==> src/rtl/fetch_unit_pkg.sv <==
// rtl/fetch_unit_pkg.sv - shared encodings and constants for the fetch stage.
package fetch_unit_pkg;

  typedef enum logic [1:0] {
    ST_IDLE  = 2'd0,
    ST_FETCH = 2'd1,
    ST_HOLD  = 2'd2
  } fetch_state_e;

  localparam logic [31:0] FETCH_RESET_PC = 32'h0000_3000;
  localparam logic [31:0] NOP_INSTR      = 32'h0000_0000;

  function automatic logic [31:0] align_pc(input logic [31:0] addr);
    return addr & ~32'h0000_0003;
  endfunction

endpackage

==> src/rtl/fetch_skid_buf.sv <==
// rtl/fetch_skid_buf.sv - one-entry skid register catching a word that decode cannot take yet.
module fetch_skid_buf
  import fetch_unit_pkg::*;
(
  input  logic        clk,
  input  logic        rst_n,
  input  logic        load_i,
  input  logic        pop_i,
  input  logic        flush_i,
  input  logic [31:0] instr_i,
  input  logic [31:0] pc_i,
  output logic        valid_o,
  output logic [31:0] instr_o,
  output logic [31:0] pc_o
);

  logic        valid_q;
  logic [31:0] instr_q;
  logic [31:0] pc_q;

  always_ff @(posedge clk or negedge rst_n) begin
    if (!rst_n) begin
      valid_q <= 1'b0;
      instr_q <= NOP_INSTR;
      pc_q    <= 32'h0;
    end else if (flush_i) begin
      valid_q <= 1'b0;
    end else if (load_i) begin
      valid_q <= 1'b1;
      instr_q <= instr_i;
      pc_q    <= pc_i;
    end else if (pop_i) begin
      valid_q <= 1'b0;
    end
  end

  assign valid_o = valid_q;
  assign instr_o = instr_q;
  assign pc_o    = pc_q;

endmodule

==> src/rtl/fetch_unit.sv <==
// rtl/fetch_unit.sv - instruction fetch stage: PC register, imem request FSM and IF/ID register.
module fetch_unit
  import fetch_unit_pkg::*;
#(
  parameter logic [31:0] RESET_PC = FETCH_RESET_PC
) (
  input  logic        clk,
  input  logic        rst_n,
  output logic [31:0] pc_out,
  input  logic [31:0] npc,
  input  logic        redirect,
  input  logic        stall,
  output logic        imem_req,
  output logic [31:0] imem_addr,
  input  logic        imem_ack,
  input  logic [31:0] imem_rdata,
  output logic        id_valid,
  output logic [31:0] id_instr,
  output logic [31:0] id_pc
);

  fetch_state_e state_q;
  logic [31:0]  pc_q;
  logic [31:0]  target_q;
  logic         squash_q;
  logic         imem_req_q;
  logic         id_valid_q;
  logic [31:0]  id_instr_q;
  logic [31:0]  id_pc_q;

  logic         accept;
  logic         skid_load;
  logic         skid_pop;
  logic         skid_valid;
  logic [31:0]  skid_instr;
  logic [31:0]  skid_pc;

  always_comb begin
    accept    = 1'b0;
    skid_load = 1'b0;
    skid_pop  = 1'b0;
    if (state_q == ST_FETCH && !redirect && !squash_q && imem_ack) begin
      accept    = !id_valid_q || !stall;
      skid_load = id_valid_q && stall;
    end
    if (state_q == ST_HOLD && !redirect && !stall)
      skid_pop = 1'b1;
  end

  fetch_skid_buf u_skid (
    .clk     (clk),
    .rst_n   (rst_n),
    .load_i  (skid_load),
    .pop_i   (skid_pop),
    .flush_i (redirect),
    .instr_i (imem_rdata),
    .pc_i    (pc_q),
    .valid_o (skid_valid),
    .instr_o (skid_instr),
    .pc_o    (skid_pc)
  );

  always_ff @(posedge clk or negedge rst_n) begin
    if (!rst_n) begin
      state_q    <= ST_IDLE;
      pc_q       <= align_pc(RESET_PC);
      target_q   <= 32'h0;
      squash_q   <= 1'b0;
      imem_req_q <= 1'b0;
      id_valid_q <= 1'b0;
      id_instr_q <= NOP_INSTR;
      id_pc_q    <= 32'h0;
    end else begin
      // Bubble unless something below loads IF/ID; a stall freezes it.
      if (redirect || !stall)
        id_valid_q <= 1'b0;

      case (state_q)
        ST_IDLE: begin
          state_q    <= ST_FETCH;
          imem_req_q <= 1'b1;
          if (redirect)
            pc_q <= align_pc(npc);
        end

        ST_FETCH: begin
          if (redirect) begin
            if (imem_ack) begin
              pc_q     <= align_pc(npc);
              squash_q <= 1'b0;
            end else begin
              // Keep imem_addr stable until the outstanding ack returns.
              target_q <= align_pc(npc);
              squash_q <= 1'b1;
            end
          end else if (squash_q) begin
            if (imem_ack) begin
              pc_q     <= target_q;
              squash_q <= 1'b0;
            end
          end else if (accept) begin
            id_valid_q <= 1'b1;
            id_instr_q <= imem_rdata;
            id_pc_q    <= pc_q;
            pc_q       <= align_pc(npc);
          end else if (skid_load) begin
            state_q    <= ST_HOLD;
            imem_req_q <= 1'b0;
          end
        end

        ST_HOLD: begin
          if (redirect) begin
            pc_q       <= align_pc(npc);
            state_q    <= ST_FETCH;
            imem_req_q <= 1'b1;
          end else if (skid_pop) begin
            id_valid_q <= skid_valid;
            id_instr_q <= skid_instr;
            id_pc_q    <= skid_pc;
            pc_q       <= align_pc(npc);
            state_q    <= ST_FETCH;
            imem_req_q <= 1'b1;
          end
        end

        default: begin
          state_q    <= ST_IDLE;
          imem_req_q <= 1'b0;
        end
      endcase
    end
  end

  assign pc_out    = pc_q;
  assign imem_addr = pc_q;
  assign imem_req  = imem_req_q;
  assign id_valid  = id_valid_q;
  assign id_instr  = id_instr_q;
  assign id_pc     = id_pc_q;

endmodule

==> config.mk <==
export PLATFORM = sky130hd
export DESIGN_NAME = fetch_unit
export DESIGN_NICKNAME = d
export VERILOG_FILES = /design/src/rtl/fetch_unit_pkg.sv /design/src/rtl/fetch_skid_buf.sv /design/src/rtl/fetch_unit.sv
export SDC_FILE = /design/constraint.sdc
export NUM_CORES = 1
export LEC_CHECK = 0
export CAP_MARGIN = 25
export CORE_MARGIN = 3
export CORE_UTILIZATION = 40
export DETAILED_ROUTE_END_ITERATION = 7
export PLACE_DENSITY_LB_ADDON = 0.05
export SETUP_SLACK_MARGIN = 0.02
export SLEW_MARGIN = 20
export SYNTH_ARGS = -nofsm -noshare
export SYNTH_HDL_FRONTEND = slang
export SYNTH_SLANG_ARGS = --single-unit
export TNS_END_PERCENT = 20
==> constraint.sdc <==
create_clock -name clk -period 2.62 [get_ports clk]
set_input_delay 0.786 -clock clk [delete_from_list [all_inputs] [get_ports clk]]
set_output_delay 0.786 -clock clk [all_outputs]
set_load 0.01 [all_outputs]
==> flow_summary_export.csv <==
group,metric,value,unit
placement,gpl.final_weighted_congestion,0.7712,
layout,count_of_nets_after_finishing,821,
floorplan,fp.dieH,154.6,um
pwr,pwr-share-clk,0.199,
sta,tightestPinTransition,0.6726,ns
layout,drive_above_1_share,0.4485,
logic_synthesis,synth_most_common_cell,"sky130_fd_sc_hd__mux2_2",
sta,final_hold_fails,0,
sta,max_clock_freq,432.0,MHz
layout,area_growth_syn_to_layout,31.65,%
clock_tree,numClockSinks,190,
sta,final_number_of_max_transition_violations,0,
drt,dr_total_vias,5160,
pwr,power_frac_seq,0.352,
grt,grt_max_degree,53,
setup_path,crit_type,"flop to primary output",
logic_synthesis,synth_area_leader_cell,"sky130_fd_sc_hd__dfrtp_1",
layout,num-fill-cells,1777,
sta,finalSetupViolCount,0,
setup_path,worst_path_max_delay_cell,"sky130_fd_sc_hd__dfstp_2",
floorplan,die_width,154.6,um
sta,finClkSkew,0.01237,ns
setup_path,timing.critical_path.from_type,"flop",
setup_path,crit_path_end_kind,"primary output",
clock_tree,cts_setup_buffers,0,
setup_path,crit_start,"imem_addr[13]$_DFFE_PN1P_",
sta,period_minus_slack,2.315,ns
setup_path,required,1.83,ns
clock_tree,clkLatencyLatePin,0.42,ns
logic_synthesis,number_of_flops_mapped_to_enable_cells_by_yosys,0,
logic_synthesis,ys_dominant_reg_cell,"sky130_fd_sc_hd__dfrtp_1",
pwr,total_power,0.01384,W
floorplan,core_footprint,21350,um2
grt,initial_antenna_violation_count,1,
setup_path,critical_path.cell_chain,"clkdlybuf4s50_1",
setup_path,max_stage_delay,0.57,ns
logic_synthesis,syn_area_per_cell,15.39,um2
layout,insertedDiodeCount,0,
clock_tree,cts.repair.resized,0,
grt,global_route_wire_length_before_repair,31440,um
setup_path,critical_path.reg2reg.startpoint,"state_q[0]$_DFFE_PN0P_",
placement,dp_hpwl,13100,um
floorplan,num_rows,53,
floorplan,io_pins,199,
pwr,cellPowerDensity,1191,nW/um2
setup_path,crit_path_buf_inv_count,1,
sta,period_share,0.8835,
grt,grt_usage,0.1648,
pwr,netSwitchingPower,0.004160,W
clock_tree,clock_tree_from_tritoncts,"built",
setup_path,critPathTopFamily,"flip-flops",
clock_tree,clk_transition_reported_paths,0.07,ns
clock_tree,cts_buffer_depth,2,
clock_tree,cts-htree-levels,4,
clock_tree,ctsRootBufferMaster,"sky130_fd_sc_hd__clkbuf_16",
pwr,ir_drop,0.0006076,V
floorplan,starting_density,0.4136,
pwr,power.leakage,5.324,nW
logic_synthesis,netlist_instances,574,
job,drv_cap,0,
logic_synthesis,synthTopCellsByCount,"218 x sky130_fd_sc_hd__mux2_2, 188 x sky130_fd_sc_hd__dfrtp_1, 60 x sky130_fd_sc_hd__mux2_4, 38 x sky130_fd_sc_hd__buf_4, 14 x sky130_fd_sc_hd__buf_2",
logic_synthesis,postSynth.asyncResetShare,1.000,
grt,grt_overflow,0,
logic_synthesis,synth.distinct_cells,26,
sta,fin_hold_ws,0.3196,ns
layout,final_util,0.5445,
grt,first_global_vias,5678,
placement,port-buffer-count,190,
drt,remaining_drc_errors,0,
placement,preCtsSetupSlack,-0.06098,ns
clock_tree,cts_hold_buffers,0,
drt,via_per_inst,4.995,
drt,wl_per_cell,18.66,um
pwr,cellInternalPower,0.009683,W
floorplan,die_area,23900,um2
drt,postRouteWirelength,19280,um
sta,rsz0062_at_grt,"no",
pwr,switching_share,0.3005,
setup_path,critical_path_arrival,1.53,ns
drt,drt-pass1-iter-count,4,
sta,final.setup.worst_slack,0.3051,ns
pwr,combPwrFrac,0.449,
drt,number_of_design_rule_violations_left_by_the_first_detailed_router_iteration,131,
min_path,hold_path_class,"input port to asynchronous set/reset pin",
logic_synthesis,synth_largest_type_area_fraction,0.5327,
logic_synthesis,ys_warn_count,0,
sta,max_slew_margin,0.5516,
drt,ant_nets,0,
logic_synthesis,mappedNetlistArea,8832,um2
run_status,run_status,"completed",
setup_path,critical_path.max_fanout,5,
clock_tree,tritoncts.num_buffers,17,
logic_synthesis,netlist_top_cells_area,"sky130_fd_sc_hd__dfrtp_1 53%, sky130_fd_sc_hd__mux2_2 28%, sky130_fd_sc_hd__mux2_4 10%",
logic_synthesis,synth_seq_area_share,0.5386,
logic_synthesis,synth_seq_cells,190,
## flip-flops by register name, summed over array words and instances, names as in the netlist
register,cells
id_instr,32
u_skid.instr_o,32
id_pc,30
imem_addr,30
target_q,30
u_skid.pc_o,30
state_q,2
id_valid,1
imem_req,1
squash_q,1
u_skid.valid_o,1
## power by group through the flow
stage	sequential (W)	combinational, W	clock (W)
2_1_floorplan	0.00506	0.00348	0
3_3_place_gp	0.00485	0.00618	0
3_5_place_dp	0.00493	0.00629	0
4_1_cts	0.00489	0.00633	0.00285
5_1_grt	0.00505	0.00663	0.00297
6_report	0.00487	0.00621	0.00276
## worst reg2reg max path, cell delays in order, from the launching register on
cell and delay (ns):
sky130_fd_sc_hd__dfrtp_1 0.44, sky130_fd_sc_hd__inv_1 0.15, sky130_fd_sc_hd__ha_4 0.18, sky130_fd_sc_hd__buf_4 0.56, sky130_fd_sc_hd__mux2_2 0.42, sky130_fd_sc_hd__mux2_4 0.27
## per-layer routing
| metal | up-vias | routed length, um | track usage |
|---|---|---|---|
| met5 | - | 13 | 0 |
| met4 | 2 | 244 | 0.03532 |
| met3 | 15 | 1129 | 0.05400 |
| met2 | 124 | 9639 | 0.2785 |
| met1 | 2684 | 8252 | 0.2078 |
| li1 | 2335 | - | - |
## through the flow
step / setup TNS [ns] / cell area, um2 / instances
floorplan: 0 / 8851 / 579
global placement: -0.8786 / 11000 / 1002
detailed placement: -2.310 / 11000 / 1002
CTS: 0 / 11630 / 1033
global route: 0 / 11630 / 1033
finish: 0 / 11630 / 1033
## final timing paths
check | endpoint | slack (ns) | cells past startpoint
worst max-delay path | imem_addr[13] | 0.31 | 1
worst min-delay path | imem_addr[11]$_DFFE_PN0P_ | 0.32 | 1
worst max register to register | id_pc[21]$_DFFE_PN0P_ | 0.50 | 5
worst min register to register | u_skid.instr_o[8]$_DFFE_PN0P_ | 0.50 | 1
max in group asynchronous | id_instr[9]$_DFFE_PN0P_ | 1.58 | 2
min in group clk | u_skid.instr_o[8]$_DFFE_PN0P_ | 0.50 | 1
## logic make-up after synthesis
group / after synthesis / synth area share
AOI/OAI and AO/OA: 10 / 0.007650
adders and majority gates: 6 / 0.008500
buffers and inverters: 71 / 0.05341
DFF: 190 / 0.5386
muxes: 279 / 0.3811
other: 1 / 0.0004246
and+or+nand+nor: 17 / 0.01034
## layout by cell type (no fill, tap or decap), types with 2 or more instances in the layout
| cell type | count |
|---|---|
| sky130_fd_sc_hd__nor2_1 | 5 |
| sky130_fd_sc_hd__ha_1 | 5 |
| sky130_fd_sc_hd__o2bb2ai_1 | 2 |
| sky130_fd_sc_hd__inv_6 | 3 |
| sky130_fd_sc_hd__dfrtp_1 | 188 |
| sky130_fd_sc_hd__inv_1 | 4 |
| sky130_fd_sc_hd__clkbuf_16 | 17 |
| sky130_fd_sc_hd__clkdlybuf4s50_1 | 189 |
| sky130_fd_sc_hd__dfstp_2 | 2 |
| sky130_fd_sc_hd__a21oi_1 | 5 |
| sky130_fd_sc_hd__mux2_4 | 60 |
| sky130_fd_sc_hd__clkinvlp_4 | 2 |
| sky130_fd_sc_hd__nand2b_1 | 2 |
| sky130_fd_sc_hd__clkbuf_8 | 2 |
| sky130_fd_sc_hd__conb_1 | 6 |
| sky130_fd_sc_hd__buf_12 | 10 |
| sky130_fd_sc_hd__buf_4 | 15 |
| sky130_fd_sc_hd__mux2_2 | 218 |
| sky130_fd_sc_hd__nand2_1 | 5 |
| sky130_fd_sc_hd__clkinv_2 | 2 |
| sky130_fd_sc_hd__bufinv_16 | 4 |
## final cells by class
class                           count  area [um2]  area share
Clock inverter                     12       182.7     0.01571
Multi-Input combinational cell    318        3667      0.3154
Clock buffer                       19       442.9     0.03809
Sequential cell                   190        4757      0.4091
Timing Repair Buffer              215        2218      0.1908
Tap cell                          275       344.1     0.02959
Inverter                            4       15.01    0.001291
Note: power is estimated with default switching activity, not from simulation.
